## src/rtl/if_fetch_buffer.sv

```systemverilog
// rtl/if_fetch_buffer.sv - byte-serial instruction fetch with prefetch FIFO
// Assembles little-endian words from a byte RAM and queues {word, pc} for IF/ID.
module if_fetch_buffer #(
  parameter int ADDR_W = 32,
  parameter int INST_BYTES = 4,
  parameter int DEPTH = 2,
  parameter logic [ADDR_W-1:0] RESET_PC = '0
) (
  input  logic                    clk,
  input  logic                    rst,
  input  logic                    rdy,
  output logic [ADDR_W-1:0]       addr_RAM_o,
  output logic                    rden_RAM_o,
  input  logic [7:0]              data_RAM_i,
  input  logic                    stall_RAM_i,
  input  logic                    redirect_i,
  input  logic [ADDR_W-1:0]       redirect_pc_i,
  output logic                    inst_valid_o,
  output logic [8*INST_BYTES-1:0] inst_o,
  output logic [ADDR_W-1:0]       inst_pc_o,
  input  logic                    inst_ready_i
);

  localparam int IW = 8 * INST_BYTES;
  localparam int KW = $clog2(INST_BYTES);
  localparam int PW = (DEPTH > 1) ? $clog2(DEPTH) : 1;
  localparam int CW = $clog2(DEPTH) + 1;
  localparam logic [ADDR_W-1:0] PC_MASK = ~ADDR_W'(INST_BYTES - 1);
  localparam logic [ADDR_W-1:0] RESET_PC_A = RESET_PC & PC_MASK;
  localparam logic [KW-1:0] K_LAST = KW'(INST_BYTES - 1);
  localparam logic [CW-1:0] DEPTH_C = CW'(DEPTH);

  typedef enum logic [1:0] {S_IDLE, S_FETCH, S_LAST} state_e;

  state_e            state_q, state_d;
  logic [KW-1:0]     k_q, k_d;
  logic [ADDR_W-1:0] pc_q, pc_d;
  logic [IW-1:0]     word_q, word_d;
  logic [PW-1:0]     rd_ptr_q, rd_ptr_d, wr_ptr_q, wr_ptr_d;
  logic [CW-1:0]     cnt_q, cnt_d;
  logic [IW-1:0]     fifo_inst_q [DEPTH];
  logic [ADDR_W-1:0] fifo_pc_q [DEPTH];

  logic          head_valid, flush, pop, push;
  logic [CW-1:0] cnt_after_pop;
  logic [IW-1:0] push_word;

  function automatic logic [PW-1:0] ptr_inc(input logic [PW-1:0] p);
    return (p == PW'(DEPTH - 1)) ? '0 : p + PW'(1);
  endfunction

  assign head_valid    = (cnt_q != '0);
  assign flush         = rdy & redirect_i;
  assign pop           = rdy & head_valid & inst_ready_i & ~redirect_i;
  assign cnt_after_pop = cnt_q - CW'(pop);
  assign push_word     = {data_RAM_i, word_q[IW-9:0]};

  always_ff @(posedge clk) begin
    if (rst) begin
      state_q  <= S_FETCH;
      k_q      <= '0;
      pc_q     <= RESET_PC_A;
      word_q   <= '0;
      rd_ptr_q <= '0;
      wr_ptr_q <= '0;
      cnt_q    <= '0;
    end else begin
      state_q  <= state_d;
      k_q      <= k_d;
      pc_q     <= pc_d;
      word_q   <= word_d;
      rd_ptr_q <= rd_ptr_d;
      wr_ptr_q <= wr_ptr_d;
      cnt_q    <= cnt_d;
      if (push) begin
        fifo_inst_q[wr_ptr_q] <= push_word;
        fifo_pc_q[wr_ptr_q]   <= pc_q;
      end
    end
  end

  // A pause loses the byte in flight, so any word in progress restarts at byte 0.
  always_comb begin
    state_d = state_q;
    k_d     = k_q;
    pc_d    = pc_q;
    word_d  = word_q;
    push    = 1'b0;
    if (!rdy) begin
      if (state_q != S_IDLE) begin
        state_d = S_FETCH;
        k_d     = '0;
        word_d  = '0;
      end
    end else if (redirect_i) begin
      state_d = S_FETCH;
      k_d     = '0;
      pc_d    = redirect_pc_i & PC_MASK;
      word_d  = '0;
    end else begin
      case (state_q)
        S_IDLE: begin
          if (cnt_after_pop < DEPTH_C) begin
            state_d = S_FETCH;
            k_d     = '0;
          end
        end
        S_FETCH: begin
          if (stall_RAM_i) begin
            k_d    = '0;
            word_d = '0;
          end else begin
            for (int b = 0; b < INST_BYTES - 1; b++) begin
              if (k_q == KW'(b + 1)) word_d[8*b +: 8] = data_RAM_i;
            end
            if (k_q == K_LAST) begin
              state_d = S_LAST;
              k_d     = '0;
            end else begin
              k_d = k_q + KW'(1);
            end
          end
        end
        S_LAST: begin
          k_d    = '0;
          word_d = '0;
          if (stall_RAM_i) begin
            state_d = S_FETCH;
          end else begin
            push    = 1'b1;
            pc_d    = pc_q + ADDR_W'(INST_BYTES);
            state_d = ((cnt_after_pop + CW'(1)) < DEPTH_C) ? S_FETCH : S_IDLE;
          end
        end
        default: begin
          state_d = S_IDLE;
          k_d     = '0;
        end
      endcase
    end
  end

  always_comb begin
    rd_ptr_d = rd_ptr_q;
    wr_ptr_d = wr_ptr_q;
    cnt_d    = cnt_q;
    if (flush) begin
      rd_ptr_d = '0;
      wr_ptr_d = '0;
      cnt_d    = '0;
    end else begin
      if (push) wr_ptr_d = ptr_inc(wr_ptr_q);
      if (pop)  rd_ptr_d = ptr_inc(rd_ptr_q);
      cnt_d = cnt_q + CW'(push) - CW'(pop);
    end
  end

  always_comb begin
    rden_RAM_o   = rdy & ~rst & (state_q == S_FETCH);
    addr_RAM_o   = rst ? RESET_PC_A : pc_q + ADDR_W'(k_q);
    inst_valid_o = ~rst & head_valid;
    inst_o       = '0;
    inst_pc_o    = '0;
    if (~rst & head_valid) begin
      inst_o    = fifo_inst_q[rd_ptr_q];
      inst_pc_o = fifo_pc_q[rd_ptr_q];
    end
  end

endmodule

```

## config.mk

```make
export PLATFORM = sky130hd
export DESIGN_NAME = if_fetch_buffer
export DESIGN_NICKNAME = d
export VERILOG_FILES = /design/src/rtl/if_fetch_buffer.sv
export SDC_FILE = /design/constraint.sdc
export NUM_CORES = 1
export LEC_CHECK = 0
export CAP_MARGIN = 10
export CELL_PAD_IN_SITES_DETAIL_PLACEMENT = 0
export CELL_PAD_IN_SITES_GLOBAL_PLACEMENT = 1
export CORE_MARGIN = 5
export CORE_UTILIZATION = 42
export DETAILED_ROUTE_END_ITERATION = 12
export GPL_TIMING_DRIVEN = 1
export PLACE_DENSITY = 0.77
export SLEW_MARGIN = 40
export SYNTH_ARGS = -nofsm -noshare
export SYNTH_HDL_FRONTEND = slang
export SYNTH_SLANG_ARGS = --single-unit
```

## constraint.sdc

```tcl
create_clock -name clk -period 7 [get_ports clk]
set_input_delay 1.4 -clock clk [delete_from_list [all_inputs] [get_ports clk]]
set_output_delay 1.4 -clock clk [all_outputs]
set_load 0.05 [all_outputs]
```

==> results of run 1 <==
==> registers in the layout, indices dropped and copies added (netlist names), named ones only <==
register     flops
state_q          2
k_q              2
word_q          24
cnt_q            2
fifo_inst_q     64
fifo_pc_q       60
rd_ptr_q         1
wr_ptr_q         1
pc_q            30
==> layer usage <==
| metal | wire [um] | vias to the layer above | global-route usage |
|---|---|---|---|
| met1 | 9260 | 2977 | 0.249 |
| met3 | 977 | 34 | 0.0312 |
| li1 | - | 2929 | - |
| met4 | 442 | 0 | 0.0639 |
| met5 | 0 | - | 0 |
| met2 | 10100 | 177 | 0.303 |
==> through the flow <==
| step | power, mW | setup slack, ps | hold slack, ps | util | std cells |
|---|---|---|---|---|---|
| final | 2.32 | 1990 | 456 | 0.544 | 1144 |
| after global routing | 2.40 | 1930 | 467 | 0.544 | 1143 |
| after CTS | 2.34 | 1990 | 460 | 0.543 | 1143 |
| after detailed placement | 1.38 | 1990 | 443 | 0.512 | 1111 |
| after global placement | 1.37 | 1980 | 428 | 0.510 | 1109 |
| after floorplan | 1.31 | 1760 | 420 | - | 743 |
==> path summary, 6_finish.rpt <==
path | startpoint | end | slack, ps
max | rdy | rden_RAM_o | 1990
min | word_q[15]$_SDFFE_PP0P_ | fifo_inst_q[1][15]$_DFFE_PP_ | 460
max reg2reg | state_q[0]$_SDFFE_PP1P_ | fifo_pc_q[0][28]$_DFFE_PP_ | 3980
min reg2reg | word_q[15]$_SDFFE_PP0P_ | fifo_inst_q[1][15]$_DFFE_PP_ | 460
==> report_power, final <==
group / switching [mW] / leakage [nW] / internal, mW / total [mW]
combinational: 0.0858 / 1.51 / 0.0605 / 0.146
clock: 0.478 / 0.295 / 0.489 / 0.966
sequential: 0.0245 / 1.78 / 1.18 / 1.21
total: 0.588 / 3.58 / 1.73 / 2.32
==> kinds of logic after synthesis <==
logic type / after synthesis
XOR/XNOR: 6
AO/OA/AOI/OAI: 93
AND/OR/NAND/NOR: 292
multiplexers: 93
flip-flops: 187
adder cells (fa/ha/maj): 12
other: 1
buffers and inverters: 58
==> area by class of cell <==
class                           instances  share of cell area
Sequential cell                       187               0.468
Multi-Input combinational cell        498               0.300
Timing Repair Buffer                  149               0.139
Clock buffer                           17              0.0399
Tap cell                              265              0.0311
Clock inverter                         15              0.0169
Inverter                               12             0.00423
Antenna cell                            1            0.000235
==> worst max-delay path, cell delays in order <==
cell             delay (ps)
clkdlybuf4s50_1         870
nor2b_1                 300
and2_1                  200
clkdlybuf4s50_1         830
==> cells in the final DEF (no fill, tap or decap), types with 4 or more instances in the layout <==
master and count:
xnor2_1 5, nand4_1 14, nand2_1 32, buf_4 8
a32oi_1 4, nand2b_1 7, o21ai_0 25, inv_1 12
a21oi_1 18, clkbuf_16 17, o21ai_2 4, and3_1 5
nor3_1 8, mux2i_1 93, nand3_1 27, nor2_1 127
clkdlybuf4s50_1 137, dfxtp_1 62, a31oi_1 12, edfxtp_1 124
inv_8 8, nor4_1 6, nor2b_1 31, and2_1 10
ha_1 12, and4_1 4
==> impl_metrics.csv, run 1 <==
group,metric,value,unit
synth,synth-main-ff-cell,"edfxtp_1",
cells_and_area,synthToLayoutAreaGrowth,26.7,%
cells_and_area,nets,923,
route,vias,6117,
synth,netlist_instances,742,
synth,yosys-top-cells-count,"nor2_1, edfxtp_1, mux2i_1",
timing,rsz0062_at_grt,"false",
clock_tree,hold_buffers,0,
setup_path,r2r_cells,6,
clock_tree,cts_root_buf,"clkbuf_16",
synth,syn_area_per_cell,11.3,sq um
route,final_antenna_net_count,0,
outcome,outcome,"finished clean",
clock_tree,cts_sinks,187,
route,remaining_drc_errors,0,
synth,yosys.area_share.simple,0.172,
synth,synth_mux_area_frac,0.111,
synth,synth_area_leaders,"edfxtp_1, dfxtp_1, mux2i_1",
placed_design,hpwl,14400,um
floorplanning,ios,144,
timing,post-route-min-period,5010,ps
cells_and_area,num-fill-cells,1710,
timing,finalHoldViolCount,0,
placed_design,io_buffer_count,139,
power_and_ir_drop,power_density,218,nW/um^2
timing,maxSlewViolCount,0,
timing,setup-tns-final,0,ps
synth,async_reset_ff_frac,0,
timing,skew,9.42,ps
synth,synth_xor_area_frac,0.00625,
synth,synthesis.area,8410,sq um
placed_design,dpl_cell_area,10000,sq um
timing,setup_viol,0,
route,first_pass_iters,5,
floorplanning,rows,51,
route,first_iter_violations,510,
floorplanning,start_util,0.429,
synth,seq_area_frac_synth,0.593,
setup_path,crit_arrival,3610,ps
synth,synth_edf_count,124,
synth,synthAdderAreaFrac,0.0179,
synth,yosysMostFrequentCell,"nor2_1",
clock_tree,cts-htree-levels,4,
clock_tree,cts_tree,"done",
global_routing,grt.overflow.total,0,
global_routing,grt_pass1_wl,32600,um
run,maxCapViolCount,0,
clock_tree,cts_resized,0,
timing,tightest_slew,683,ps
global_routing,antenna_found_initial,0,
floorplanning,die_x,151,um
synth,synth_seq_cells,187,
synth,synth_compound_area_frac,0.0702,
setup_path,cp.required,5600,ps
cells_and_area,layout-drive-gt1-share,0.0706,
power_and_ir_drop,peakVddDrop,0.169,mV
power_and_ir_drop,leakagePower,3.58,nW
floorplanning,core,19600,sq um
global_routing,grt_use_total,0.185,
route,wirelength,20800,um
setup_path,cp_max_fo,13,
worst_hold_path,hold_class,"register to register",
cells_and_area,final_area,10700,sq um
worst_hold_path,min_path_cells,0,
floorplanning,dieArea,22900,sq um
timing,relSlewSlack,0.545,
route,vias_per_cell,5.35,
synth,yosys.area.top_type,"edfxtp_1",
global_routing,grt_pass1_vias,5907,
global_routing,grt_max_degree,64,
synth,synth_top_area_share,0.443,
synth,synth_cell_types,60,
setup_path,end_kind,"primary output",
timing,fmax,200,MHz
placed_design,gp_congestion,0.817,
clock_tree,path_clk_slew,80,ps
clock_tree,cts_setup_buffers,0,
synth,yosys_warnings,0,
cells_and_area,seqCellArea,4990,sq um
clock_tree,insertion_delay,430,ps
setup_path,start_kind,"primary input",
floorplanning,die_y,151,um
clock_tree,numCtsBuffers,17,
clock_tree,clk_path_buf_depth,2,
setup_path,worstSetupPathType,"primary input to primary output",
cells_and_area,multi_input_area,3200,sq um
synth,synth_top_family_by_area,"simple AND/OR/NAND/NOR gates",
timing,finalCritPeriodShare,0.715,
route,wl_per_cell,18.2,um
No activity file was read; power rests on OpenSTA's default activity.
==> run 2: changes to the inputs <==
--- a/config.mk
+++ b/config.mk
@@ -9,10 +9,10 @@
 export CELL_PAD_IN_SITES_DETAIL_PLACEMENT = 0
 export CELL_PAD_IN_SITES_GLOBAL_PLACEMENT = 1
 export CORE_MARGIN = 5
-export CORE_UTILIZATION = 42
+export CORE_UTILIZATION = 38
 export DETAILED_ROUTE_END_ITERATION = 12
 export GPL_TIMING_DRIVEN = 1
-export PLACE_DENSITY = 0.77
+export PLACE_DENSITY = 0.73
 export SLEW_MARGIN = 40
 export SYNTH_ARGS = -nofsm -noshare
 export SYNTH_HDL_FRONTEND = slang
==> constraint.sdc (replaced) <==
create_clock -name clk -period 4.35 [get_ports clk]
set_input_delay 0.87 -clock clk [delete_from_list [all_inputs] [get_ports clk]]
set_output_delay 0.87 -clock clk [all_outputs]
set_load 0.05 [all_outputs]
==> run 2 against run 1 <==
Wire length up 1.9%. Cell count up 1.8%. Final area down 1.2%. Sequential power up 60%. Critical path type unchanged. First-iteration DRC count down 23%. Non-clock buffer count up 7. Clock skew about the same. Core utilization down 6.1 points. Combinational power up 66%. Critical endpoint unchanged. Via count down 1.4%. Sequential cell count unchanged.
==> impl_metrics.csv, run 2 (same netlist as run 1, synthesis figures left out) <==
group,metric,value,unit
power_and_ir_drop,power_density,347,nW/um^2
cells_and_area,nets,930,
clock_tree,numCtsBuffers,17,
worst_hold_path,hold_class,"register to register",
route,vias_per_cell,5.18,
cells_and_area,layout-drive-gt1-share,0.147,
placed_design,dpl_cell_area,9960,sq um
cells_and_area,final_cell_mix,"nor2_1, edfxtp_1, mux2i_1",
placed_design,io_buffer_count,139,
timing,post-route-min-period,3450,ps
cells_and_area,final_area,10500,sq um
clock_tree,cts_resized,0,
clock_tree,clk_path_buf_depth,2,
clock_tree,cts_tree,"done",
power_and_ir_drop,leakagePower,3.73,nW
timing,tightest_slew,793,ps
clock_tree,cts_root_buf,"clkbuf_16",
outcome,outcome,"finished clean",
timing,worst_slack,904,ps
setup_path,crit_chain,"clkdlybuf4s50_1 -> nor2b_1 -> and2_1 -> clkdlybuf4s50_1",
route,wl_per_cell,18.2,um
cells_and_area,top_register,"fifo_inst_q",
clock_tree,hold_buffers,0,
global_routing,grt.overflow.total,0,
placed_design,hpwl,14500,um
route,remaining_drc_errors,0,
floorplanning,die_y,159,um
route,first_pass_iters,4,
setup_path,end_kind,"primary output",
route,first_iter_violations,392,
power_and_ir_drop,p_int,2.77,mW
global_routing,grt_pass1_vias,5721,
power_and_ir_drop,pwr-share-seq,0.531,
placed_design,place_ws,916,ps
clock_tree,cts-htree-levels,4,
floorplanning,start_util,0.385,
setup_path,slowest_delay,800,ps
timing,finalHoldViolCount,0,
global_routing,grt_max_degree,52,
cells_and_area,synthToLayoutAreaGrowth,25.3,%
setup_path,crit_arrival,2580,ps
setup_path,start_kind,"primary input",
timing,maxSlewViolCount,0,
run,maxCapViolCount,0,
setup_path,regToRegSetupSlack,1880,ps
cells_and_area,largest_reg_flops,64,
timing,relSlewSlack,0.467,
clock_tree,cts_sinks,187,
placed_design,gp_congestion,0.826,
clock_tree,path_clk_slew,70,ps
timing,skew,9.35,ps
timing,rsz0062_at_grt,"false",
setup_path,cp_top_family,"buffers and inverters",
global_routing,grt_use_total,0.165,
setup_path,cp_num_buf_inv,2,
timing,setup_viol,0,
floorplanning,die_x,159,um
timing,setup-tns-final,0,ps
setup_path,worstSetupPathType,"primary input to primary output",
power_and_ir_drop,p_switching,0.885,mW
floorplanning,dieArea,25200,sq um
route,final_antenna_net_count,0,
floorplanning,rows,54,
power_and_ir_drop,fin_total_pwr,3.66,mW
cells_and_area,reg_top3,"fifo_inst_q x64, fifo_pc_q x60, pc_q x30",
floorplanning,ios,144,
cells_and_area,antenna_cells,0,
timing,finalCritPeriodShare,0.792,
cells_and_area,final_common_cell,"nor2_1",
global_routing,grt_pass1_wl,33200,um
timing,fmax,290,MHz
global_routing,antenna_found_initial,0,
power_and_ir_drop,swShare,0.242,
setup_path,cp_max_fo,3,
setup_path,cpMaxStageDelayCell,"clkdlybuf4s50_1",
power_and_ir_drop,clockPowerShare,0.403,
setup_path,critPathMostFrequentCell,"clkdlybuf4s50_1",
power_and_ir_drop,p_comb_frac,0.066,
route,wirelength,21200,um
setup_path,cp.required,3480,ps
route,vias,6033,
floorplanning,core,21800,sq um
clock_tree,cts_setup_buffers,0,
power_and_ir_drop,peakVddDrop,0.241,mV
clock_tree,insertion_delay,420,ps
-- run 2: changes by cell type in the layout (fill, tap and decap cells not counted), sizes merged --
cell,previous run,this run
buf,12,82
clkbuf,17,18
clkdlybuf4s50,137,74
clkinv,4,8
diode,1,0
inv,22,17
-- run 2: worst paths after layout --
| kind | depth (start not counted) | to | startpoint |
|---|---|---|---|
| worst max-delay path | 4 | rden_RAM_o | rdy |
| worst min-delay path | 0 | fifo_inst_q[1][23]$_DFFE_PP_ | word_q[23]$_SDFFE_PP0P_ |
| worst max register to register | 6 | pc_q[26]$_SDFFE_PP0P_ | pc_q[2]$_SDFFE_PP0P_ |
| worst min register to register | 0 | fifo_inst_q[1][23]$_DFFE_PP_ | word_q[23]$_SDFFE_PP0P_ |
-- run 2: stage by stage --
step	utilization	cells	hold WS (ps)
global placement	0.456	1133	431
global route	0.483	1165	469
detailed placement	0.456	1133	438
floorplan	-	743	420
CTS	0.482	1165	456
finish	0.483	1165	454
-- run 2: worst reg2reg max path, delay by kind of cell, from the launching register on --
family	cells	cell delay [ps]
DFF	1	480
adders and majority gates	1	280
and+or+nand+nor	5	1660
-- run 2: layout make-up --
class | instances | area, sq um
flip-flops and latches | 187 | 4990
fillers | 2016 | 11300
well taps | 280 | 350
clock inverters | 14 | 130
clock buffers | 18 | 439
multi-input cells | 498 | 3190
inverters | 12 | 45.0
repair buffers | 156 | 1390
-- run 2: per-layer routing --
metal | global-route usage | share of wire
met5 | 0 | 0
met4 | 0.0485 | 0.010
met1 | 0.235 | 0.47
met3 | 0.0301 | 0.049
met2 | 0.258 | 0.47
-- run 2: power by group through the flow --
stage	clock, mW	combinational, mW	sequential [mW]
global placement	0	0.243	1.98
detailed placement	0	0.242	1.98
CTS	1.51	0.243	1.94
finish	1.48	0.242	1.94
global route	1.59	0.260	1.94
floorplan	0	0.149	1.96
